**config.mk**
```make
export PLATFORM = sky130hd
export DESIGN_NAME = scroll_msg_buffer
export DESIGN_NICKNAME = d
export VERILOG_FILES = /design/src/rtl/scroll_msg_buffer.sv
export SDC_FILE = /design/constraint.sdc
export NUM_CORES = 1
export LEC_CHECK = 0
export ABC_AREA = 0
export BUFFER_PORTS_ARGS = -buffer_cell sky130_fd_sc_hd__buf_2
export CAP_MARGIN = 15
export CORE_MARGIN = 3
export CORE_UTILIZATION = 60
export DETAILED_ROUTE_END_ITERATION = 8
export PLACE_DENSITY = 0.79
export SYNTH_ARGS = -nofsm -noshare
export SYNTH_HDL_FRONTEND = slang
export SYNTH_SLANG_ARGS = --single-unit
```
**constraint.sdc**
```tcl
create_clock -name clk -period 14.83 [get_ports clk]
set_clock_uncertainty 0.2 [all_clocks]
set_input_delay 1.483 -clock clk [delete_from_list [all_inputs] [get_ports clk]]
set_output_delay 1.483 -clock clk [all_outputs]
set_load 0.1 [all_outputs]
```
**src/rtl/scroll_msg_buffer.sv**
```systemverilog
// Message store and scroll sequencer for an 8-digit seven-segment display.
// Characters are written over a valid/ready port; a registered 8-digit window advances one position per tick.
module scroll_msg_buffer #(
  parameter int DEPTH    = 16,
  parameter int TICK_DIV = 100_000_000
) (
  input  logic                   clk,
  input  logic                   rst,
  input  logic                   clr,
  input  logic                   wr_valid,
  input  logic [4:0]             wr_char,
  output logic                   wr_ready,
  input  logic                   run,
  output logic [63:0]            seg_bus,
  output logic [$clog2(DEPTH):0] len,
  output logic                   scrolling,
  output logic                   wrap,
  output logic [1:0]             fsm_state
);

  localparam int AW = $clog2(DEPTH);
  localparam int OW = $clog2(DEPTH + 8);
  localparam int CW = $clog2(TICK_DIV);

  localparam logic [1:0] EMPTY  = 2'd0;
  localparam logic [1:0] HOLD   = 2'd1;
  localparam logic [1:0] SCROLL = 2'd2;

  logic [4:0]    mem [DEPTH];
  logic [1:0]    state;
  logic [1:0]    state_nxt;
  logic [OW-1:0] offset;
  logic [OW-1:0] last_pos;
  logic [CW-1:0] presc;
  logic          accept;
  logic          tick;
  logic          at_end;
  logic [63:0]   window;

  // Write handshake: a write transfers on a clock edge where wr_valid and wr_ready are both high.
  assign wr_ready  = (len != (AW + 1)'(DEPTH)) & ~clr;
  assign accept    = wr_valid & wr_ready;
  assign scrolling = (state == SCROLL);
  assign fsm_state = state;
  assign last_pos  = OW'(len) + OW'(7);
  assign at_end    = (offset == last_pos);
  assign tick      = (state == SCROLL) && (state_nxt == SCROLL) &&
                     (presc == CW'(TICK_DIV - 1));

  function automatic logic [7:0] enc(input logic [4:0] c);
    case (c)
      5'd0:  enc = 8'hFC;  5'd1:  enc = 8'h60;  5'd2:  enc = 8'hDA;  5'd3:  enc = 8'hF2;
      5'd4:  enc = 8'h66;  5'd5:  enc = 8'hB6;  5'd6:  enc = 8'hBE;  5'd7:  enc = 8'hE0;
      5'd8:  enc = 8'hFE;  5'd9:  enc = 8'hF6;  5'd10: enc = 8'hEE;  5'd11: enc = 8'h3E;
      5'd12: enc = 8'h9C;  5'd13: enc = 8'h7A;  5'd14: enc = 8'h9E;  5'd15: enc = 8'h8E;
      5'd17: enc = 8'h02;  5'd18: enc = 8'h6E;  5'd19: enc = 8'h1C;  5'd20: enc = 8'hCE;
      5'd21: enc = 8'h7C;  5'd22: enc = 8'h0A;  5'd23: enc = 8'h2A;  5'd24: enc = 8'h3A;
      default: enc = 8'h00;
    endcase
  endfunction

  always_comb begin
    state_nxt = state;
    if (clr) begin
      state_nxt = EMPTY;
    end else begin
      case (state)
        EMPTY:        if (accept) state_nxt = run ? SCROLL : HOLD;
        HOLD, SCROLL: state_nxt = run ? SCROLL : HOLD;
        default:      state_nxt = EMPTY;
      endcase
    end
  end

  // Positions past the stored message are the trailing blanks of the virtual sequence.
  always_comb begin
    window = '0;
    for (int i = 0; i < 8; i++) begin
      if ((OW + 1)'(offset) + (OW + 1)'(i) < (OW + 1)'(len))
        window[63 - 8*i -: 8] = enc(mem[AW'(offset + OW'(i))]);
    end
  end

  always_ff @(posedge clk) begin
    if (!rst && accept) mem[len[AW-1:0]] <= wr_char;
  end

  always_ff @(posedge clk) begin
    if (rst || clr) begin
      state   <= EMPTY;
      len     <= '0;
      offset  <= '0;
      presc   <= '0;
      wrap    <= 1'b0;
      seg_bus <= '0;
    end else begin
      state   <= state_nxt;
      seg_bus <= window;
      wrap    <= tick & at_end;
      if (accept) len <= len + 1'b1;
      // Any entry to or exit from SCROLL discards the partial step.
      if (state != SCROLL || state_nxt != SCROLL)
        presc <= '0;
      else if (tick)
        presc <= '0;
      else
        presc <= presc + 1'b1;
      if (tick) offset <= at_end ? '0 : offset + 1'b1;
    end
  end

endmodule

```
==> results.md, run 1 <==
* Status: completed
* RSZ-0062 raised after global routing: false
* Seq/Total Area, Yosys at 31.7%
* Worst Max-Slew Pin Slew at 1140 ps
* Syn_area_per_cell at 11.0 um2
* Setup TNS at 0 ps
* VDD IR max at 0.0000694 V
* CTS buffer count at 17
* Initial antenna violation count at 0
* Synth warn at 0
* Final Hold Fails at 0
* Clock Power Share at 45.9%
* Final Max Slew Viols at 0
* Clk Latency, worst-skew pair at 450 ps
* Placement Rows at 55
* Detail Placement HPWL at 25700 um
* Yosys top cell by area: mux4_2
* Total power draw at 1.02 mW
* Worst path arrival time at 4550 ps
* Die area at 0.0250 mm2
* Layout Nets at 1424
* Clock slew seen by the registers of the worst setup and hold paths at 80 ps
* Internal cell power at 765 uW
* DRC Markers at 0
* Max Fclk at 225 MHz
* Post-route cell area at 0.0149 mm2
* Sw Pwr at 260 uW
* Pwr Density at 68.9 mW/mm2
* Sw Share at 25.3%
* Main synth FF type: dfxtp_1
* Die W at 158 um
* PortBufs at 75
* CTS H-tree depth at 4
* Share of cells above drive strength 1 at 21.2%
* Flops & latches, synth at 180
* Core Area at 0.0227 mm2
* Critical path launch point type: flip-flop
* Synth top area share at 21.7%
* Setup Buffers After CTS at 0
* FILL cells at 1676
* Hold Path Class: flip-flop to flip-flop
* Final cell count without fillers at 1595
* Placed cell areas at 0.0143 mm2
* Grt ovf at 0
* Drt first pass iters at 8
* Tcrit/Tclk final at 29.9%
* Overall Global Routing Usage at 28.5%
* Comb pwr share at 3.5%
* Cts hold-fix bufs at 0
* WS Path Type: flip-flop to flip-flop
* Die Height at 158 um
* Max-Cap Viols at 0
* Synth unique cells at 81
* Async set or reset register ratio after synthesis at 0%
* DP Cell Count at 1563
* Vias in the first global route at 10400
* Slew HR at 24.0%
* Synthesized area at 0.0139 mm2
* Final WL at 35300 um
* CTS root buffer: clkbuf_16
* Seq pwr share at 50.6%
* CTS tree: done
* Final core occ at 65.5%
* Fin crit period at 4440 ps
* Starting Density at 61.1%
* Gp weighted congestion at 0.963
* TritonCTS Sinks at 180
* Leak at 5.51 nW
* Crit path max fanout at 15
* Largest net degree at the start of global routing at 67
* First-pass GRT wire length at 56100 um
* Cell count after synthesis at 1259
* Synth area leaders: mux4_2 22%, edfxtp_1 17%, dfxtp_1 14%
* Worst setup EP type: flip-flop
* Vias per std cell at 6.82
* Via count of the routed design at 10900
* Routed Antenna Nets at 0
* Clk buf depth at 2
* Initial DRC count at 1454
* Boundary pin count at 84
* Critical Path RT at 14940 ps
* Avg WL per Cell at 22.1 um
* Setup violators final at 0
* EDFF count, synth at 80
* Diodes inserted at 0
* Synth-to-Final Area Change at 7.21%
* CTS resizes at 0
==> worst max-delay path, cell delays in order (launching register included) <==
cell and delay (ps):
dfxtp_1 910, inv_1 310, ha_1 280, a21boi_0 380, xnor2_2 230, o21ai_0 800, inv_1 310, ha_1 400
mux2i_1 120, o21ai_0 80, a21oi_1 150, o32ai_1 100
==> cell usage in the layout, fill, tap and decap left out, types with 25 or more instances in the layout <==
master and n:
mux4_2 134, ha_1 117, nor2_1 107, nand2_1 102
dfxtp_1 98, edfxtp_1 80, buf_2 75, inv_1 68
a21oi_1 60, mux2i_1 34, o21ai_0 32, xor2_1 29
nand3_1 29, xnor2_1 25
==> state kept, by name (all words and copies together), names as in the netlist, named ones only <==
signal,cells
wrap,1
offset,5
len,5
fsm_state,2
presc,27
seg_bus,56
mem,80
==> metal layers <==
metal,global-route usage (%),vias up,share of wire [%]
met1,37.7,5169,37
met5,0,-,0
met2,44.3,755,47
li1,-,4832,-
met4,13.5,0,4.7
met3,7.08,127,11
==> Yosys cell counts, types with 5 or more instances <==
cell type / instances
a21oi_1: 60
inv_1: 68
a211oi_1: 15
and3_1: 9
nand2b_1: 8
ha_1: 117
and2_1: 6
or2_2: 5
xor2_1: 29
a311oi_1: 5
nor2_1: 107
or3_1: 12
o2bb2ai_1: 7
nand3_1: 29
inv_2: 5
edfxtp_1: 80
buf_6: 11
a31oi_1: 7
o21ai_1: 5
buf_4: 14
o32ai_1: 11
o22ai_1: 12
xnor2_1: 25
nor2b_1: 14
nand4_1: 8
o211ai_1: 6
mux2i_1: 34
nand2_1: 102
nor3b_1: 5
nor3_1: 24
mux4_2: 134
clkbuf_1: 20
a21o_1: 6
o21a_1: 11
mux2_2: 5
buf_2: 22
o21ai_0: 32
dfxtp_1: 100
a22oi_1: 8
==> power by group through the flow <==
stage               clock (mW)  combinational [mW]  sequential, mW
floorplan                    0              0.0253           0.534
global placement             0              0.0343           0.530
detailed placement           0              0.0349           0.530
CTS                      0.474              0.0352           0.519
global route             0.497              0.0379           0.519
finish                   0.471              0.0354           0.519
==> worst paths after layout <==
path | slack (ps) | cells past startpoint | to | start
max | 10390 | 11 | seg_bus[4] | offset[2]
min | 250 | 1 | presc[0] | presc[0]
max reg2reg | 10390 | 11 | seg_bus[4] | offset[2]
min reg2reg | 250 | 1 | presc[0] | presc[0]
==> kinds of logic after synthesis <==
kind of cell / share of synthesized area [%]
AO/OA/AOI/OAI: 11.2
XOR/XNOR: 4.27
adder cells (fa/ha/maj): 10.5
buffers and inverters: 5.07
flip-flops: 31.7
multiplexers: 25.4
other: 0.0270
AND/OR/NAND/NOR: 11.8
==> area by class of cell <==
cell class | count | area, um2 | area share (%)
sequential | 180 | 4410 | 29.6
tap | 285 | 357 | 2.40
clock buffer | 18 | 450 | 3.03
multi-input combinational | 942 | 8800 | 59.1
inverter | 76 | 285 | 1.92
clock inverter | 14 | 168 | 1.13
timing repair buffer | 80 | 413 | 2.77
==> metrics by stage <==
stage	hold WS (ps)	setup slack, ps
detailed placement	231	10530
finish	250	10390
global placement	223	10720
CTS	250	10490
global route	266	10160
floorplan	213	10000
Note: power is estimated with default switching activity, not from simulation.
==> inputs of run 2 (changes only) <==
==> constraint.sdc (replaced) <==
create_clock -name clk -period 4.5 [get_ports clk]
set_clock_uncertainty 0.2 [all_clocks]
set_input_delay 0.45 -clock clk [delete_from_list [all_inputs] [get_ports clk]]
set_output_delay 0.45 -clock clk [all_outputs]
set_load 0.1 [all_outputs]
==> results.md, run 2 (synthesized netlist as in run 1, its figures left out) <==
* Routed Antenna Nets at 0
* Share of cells above drive strength 1 at 21.6%
* Cts hold-fix bufs at 0
* First-pass GRT wire length at 54500 um
* Worst path arrival time at 3920 ps
* Worst setup margin at 715 ps
* Seq pwr share at 50.7%
* Detail Placement HPWL at 25600 um
* Placement Rows at 55
* Grt ovf at 0
* Final Max Slew Viols at 0
* CTS tree: done
* Avg WL per Cell at 21.6 um
* Worst setup EP type: flip-flop
* Status: completed
* Largest net degree at the start of global routing at 90
* Clk buf depth at 2
* Clock Power Share at 45.8%
* Slew HR at 37.2%
* Leak at 5.54 nW
* Final WL at 34600 um
* Overall Global Routing Usage at 27.9%
* Most common cell after layout, fill and taps aside: mux4_2
* Hold Path Class: primary input to flip-flop
* FF+latch area at 0.00441 mm2
* Setup violators final at 0
* Max-Cap Viols at 0
* Max Fclk at 264 MHz
* RR Startpoint: offset[1]
* RR Endpoint: seg_bus[49]
* Critical Path RT at 4630 ps
* FILL cells at 1682
* VDD IR max at 0.000226 V
* Fin crit period at 3790 ps
* Gp weighted congestion at 0.928
* CTS root buffer: clkbuf_16
* Setup TNS at 0 ps
* Die area at 0.0250 mm2
* CTS resizes at 0
* Sw Share at 25.9%
* Drt first pass iters at 5
* CTS H-tree depth at 4
* Setup Buffers After CTS at 0
* Via count of the routed design at 10800
* Boundary pin count at 84
* CTS buffer count at 17
* TritonCTS Sinks at 180
* RSZ-0062 raised after global routing: false
* Internal cell power at 2.50 mW
* Sw Pwr at 872 uW
* Multi-input gate area in the final layout at 0.00880 mm2
* Synth-to-Final Area Change at 7.64%
* Initial DRC count at 1398
* Critical path launch point: offset[1]
* Pwr Density at 226 mW/mm2
* Place WS at 813 ps
* Crit path max fanout at 42
* Clk Latency, worst-skew pair at 450 ps
* Commonest cells after routing, fill and taps aside: 134 x mux4_2, 117 x ha_1, 107 x nor2_1
* Initial antenna violation count at 0
* Vias per std cell at 6.72
* Critical path endpoint: seg_bus[49]
* Layout Nets at 1429
* Starting Density at 61.1%
* WS Path Type: flip-flop to flip-flop
* Core Area at 0.0227 mm2
* Hold slack at 182 ps
* Critical path launch point type: flip-flop
* PortBufs at 75
* DRC Markers at 0
* Die W at 158 um
* Die Height at 158 um
* Final Hold Fails at 0
* Worst Max-Slew Pin Slew at 937 ps
* Worst Reg2Reg Path Length in Cells at 11
* Tcrit/Tclk final at 84.1%
* Clock slew seen by the registers of the worst setup and hold paths at 90 ps
* Worst R2R Setup Slack at 710 ps
* Diodes inserted at 0
* Comb pwr share at 3.5%
* Vias in the first global route at 9989
* Max reg flops at 80
[run 2: cell count changes in the layout (fill, tap and decap cells not counted), sizes merged]
cell / delta
buf: +5
clkinv: +4
clkbuf: -1
inv: -3
[run 2: final cells by class]
type	instances	area share, %
flip-flops and latches	180	29.5
repair buffers	85	3.10
inverters	76	1.91
clock inverters	15	1.35
multi-input cells	942	58.9
well taps	285	2.39
clock buffers	17	2.85
[run 2: power by group through the flow]
stage | clock network (mW) | logic (mW) | registers, mW
after floorplan | 0 | 0.0834 | 1.76
after global placement | 0 | 0.113 | 1.75
after detailed placement | 0 | 0.115 | 1.75
after CTS | 1.56 | 0.116 | 1.71
after global routing | 1.64 | 0.125 | 1.71
final | 1.54 | 0.118 | 1.71
[run 2: stage by stage]
| stage | instance area (um2) | total power [mW] | utilization [%] | cells |
|---|---|---|---|---|
| 4_1_cts | 14900 | 3.39 | 65.8 | 1600 |
| 6_report | 14900 | 3.37 | 65.8 | 1600 |
| 3_3_place_gp | 14300 | 1.86 | 63.0 | 1568 |
| 3_5_place_dp | 14300 | 1.86 | 63.0 | 1568 |
| 5_1_grt | 14900 | 3.47 | 65.8 | 1600 |
| 2_1_floorplan | 13900 | 1.84 | - | 1266 |
[run 2: critical path, cell delays in order, from the launching register on]
cell	delay, ps
dfxtp_2	410
inv_1	130
ha_1	300
buf_4	500
mux4_2	410
mux4_2	560
inv_1	190
ha_1	250
nor2b_1	150
a21oi_1	140
nor3_1	70
o32a_1	340
[run 2: per-layer routing]
layer | up-vias | GRT usage, % | wire [um]
li1 | 4863 | - | -
met1 | 5145 | 37.7 | 13400
met2 | 659 | 44.9 | 16500
met3 | 89 | 6.26 | 3530
met4 | 0 | 9.63 | 1180
met5 | - | 0 | 0
[run 2: worst min path at each step]
stage / start / end / slack [ps] / depth (start not counted)
global placement: presc[0] / presc[0] / 220 / 1
CTS: wr_char[1] / mem[13][1] / 170 / 1
floorplan: presc[0] / presc[0] / 210 / 1
finish: wr_char[1] / mem[13][1] / 180 / 1
detailed placement: presc[0] / presc[0] / 250 / 1
global route: wr_char[1] / mem[13][1] / 170 / 1
==> inputs of run 3 (changes only) <==
--- a/config.mk
+++ b/config.mk
@@ -9,9 +9,9 @@
 export BUFFER_PORTS_ARGS = -buffer_cell sky130_fd_sc_hd__buf_2
 export CAP_MARGIN = 15
 export CORE_MARGIN = 3
-export CORE_UTILIZATION = 60
+export CORE_UTILIZATION = 57
 export DETAILED_ROUTE_END_ITERATION = 8
-export PLACE_DENSITY = 0.79
+export PLACE_DENSITY = 0.78
 export SYNTH_ARGS = -nofsm -noshare
 export SYNTH_HDL_FRONTEND = slang
 export SYNTH_SLANG_ARGS = --single-unit
==> constraint.sdc (replaced) <==
create_clock -name clk -period 3.25 [get_ports clk]
set_clock_uncertainty 0.2 [all_clocks]
set_input_delay 0.325 -clock clk [delete_from_list [all_inputs] [get_ports clk]]
set_output_delay 0.325 -clock clk [all_outputs]
set_load 0.1 [all_outputs]
==> results.md, run 3 (synthesized netlist as in run 1, its figures left out) <==
* Synth-to-Final Area Change at 16.2%
* WS Path Type: flip-flop to flip-flop
* Critical Path Most Common Cell: mux4_2
* Drt first pass iters at 5
* Final Max Slew Viols at 0
* Worst setup margin at 11.3 ps
* Largest net degree at the start of global routing at 50
* Critical path launch point: offset[0]
* CTS root buffer: clkbuf_16
* Clock slew seen by the registers of the worst setup and hold paths at 80 ps
* Core Area at 0.0237 mm2
* Slowest stage delay, CP at 620 ps
* Place WS at -38.2 ps
* Crit path max fanout at 7
* Final WL at 38800 um
* Commonest cells after routing, fill and taps aside: 136 x mux4_2, 106 x nor2_1, 98 x nand2_1
* Vias per std cell at 6.68
* CTS tree: done
* Fin crit period at 3240 ps
* Leak at 6.04 nW
* CTS H-tree depth at 4
* Total power draw at 4.72 mW
* Boundary pin count at 84
* Worst setup EP type: flip-flop
* Layout Nets at 1519
* Pwr Density at 292 mW/mm2
* Setup violators final at 0
* RR Endpoint: seg_bus[50]
* Detail Placement HPWL at 27000 um
* Overall Global Routing Usage at 28.6%
* CP Cell Sequence: inv_4 > ha_4 > buf_12 > mux4_2 > mux4_2 > buf_6 > or3_1 > a32o_1
* Avg WL per Cell at 22.5 um
* VDD IR max at 0.000341 V
* Worst path arrival time at 3380 ps
* Critical Path RT at 3400 ps
* First-pass GRT wire length at 59400 um
* Diodes inserted at 0
* Initial antenna violation count at 0
* Starting Density at 58.6%
* Hold wc startpoint: wr_char[2]
* Grt ovf at 0
* Die W at 162 um
* Max-Cap Viols at 0
* Worst Max-Slew Pin Slew at 846 ps
* Critical path launch point type: flip-flop
* Die Height at 162 um
* Hold Path Class: primary input to flip-flop
* Cts hold-fix bufs at 0
* Routed Antenna Nets at 0
* Final Hold Fails at 0
* Critical path endpoint: seg_bus[50]
* Worst R2R Setup Slack at 10 ps
* Initial DRC count at 1769
* Max reg flops at 80
* PortBufs at 75
* Max Fclk at 309 MHz
* Tcrit/Tclk final at 99.7%
* Share of cells above drive strength 1 at 31.0%
* RSZ-0062 raised after global routing: true
* Via count of the routed design at 11500
* CTS buffer count at 17
* Status: completed
* Worst Reg2Reg Path Length in Cells at 8
* TritonCTS Sinks at 180
* Slew HR at 43.3%
* Placement Rows at 56
* Die area at 0.0263 mm2
* Critical-path top delay cell: mux4_2
* Vias in the first global route at 10900
* Clk Latency, worst-skew pair at 450 ps
* Most common cell after layout, fill and taps aside: mux4_2
* Gp weighted congestion at 0.908
* DRC Markers at 0
* RR Startpoint: offset[0]
* Clk buf depth at 2
-- run 3: cell count changes in the layout (fill, tap and decap cells not counted), moves of 6 or more --
cell,previous run,this run
ha_4,0,16
ha_1,117,95
inv_1,67,54
inv_2,6,14
buf_4,9,86
o21ai_0,32,25
ha_2,0,6
-- run 3: per-stage QoR --
| step | cells | utilization [%] | setup TNS (ps) | hold slack [ps] | instance area [um2] |
|---|---|---|---|---|---|
| 2_1_floorplan | 1266 | - | -16730 | 213 | 14300 |
| 3_3_place_gp | 1655 | 63.8 | 0 | 221 | 15100 |
| 3_5_place_dp | 1655 | 63.8 | -83.1 | 258 | 15100 |
| 4_1_cts | 1692 | 66.6 | 0 | 52.9 | 15800 |
| 5_1_grt | 1724 | 68.1 | -144 | 58.5 | 16100 |
| 6_report | 1724 | 68.1 | 0 | 56.6 | 16100 |
-- run 3: timing repair --
item / in CTS / in global routing
resized for setup: 4 / 22
endpoints found under the hold margin: 0 / 0
setup buffers: 5 / 29
cloned: 0 / 3
pin swaps: 1 / 2
setup endpoints to repair: 15 / 57
-- run 3: cell type report --
type	instances	area (um2)
multi-input cells	943	9150
fillers	1711	7550
flip-flops and latches	180	4420
repair buffers	174	1250
clock buffers	17	425
well taps	319	399
inverters	76	305
clock inverters	15	179
-- run 3: how the worst min path moves through the flow --
| stage | to | slack, ps | depth (start not counted) |
|---|---|---|---|
| floorplan | presc[0] | 210 | 1 |
| global placement | presc[0] | 220 | 1 |
| detailed placement | presc[0] | 260 | 1 |
| CTS | mem[5][0] | 50 | 1 |
| global route | mem[2][2] | 60 | 1 |
| finish | mem[2][2] | 60 | 1 |
-- run 3: critical path, delay by kind of cell (launching register included) --
family	cells	cell delay [ps]
adders and majority gates	1	360
DFF	1	410
buffers and inverters	3	360
AOI/OAI and AO/OA	1	260
muxes	2	1190
and+or+nand+nor	1	340
-- run 3: per-layer routing --
metal | track usage, % | vias up | routed length, um
met1 | 37.5 | 5589 | 14600
met5 | 0 | - | 0
li1 | - | 5027 | -
met4 | 11.8 | 0 | 1750
met2 | 46.3 | 780 | 18400
met3 | 6.35 | 128 | 3970
-- run 3: power by group --
| part | total [mW] | internal, mW | switching (mW) |
|---|---|---|---|
| clock | 2.18 | 1.14 | 1.04 |
| combinational | 0.170 | 0.0424 | 0.128 |
| sequential | 2.37 | 2.36 | 0.00488 |
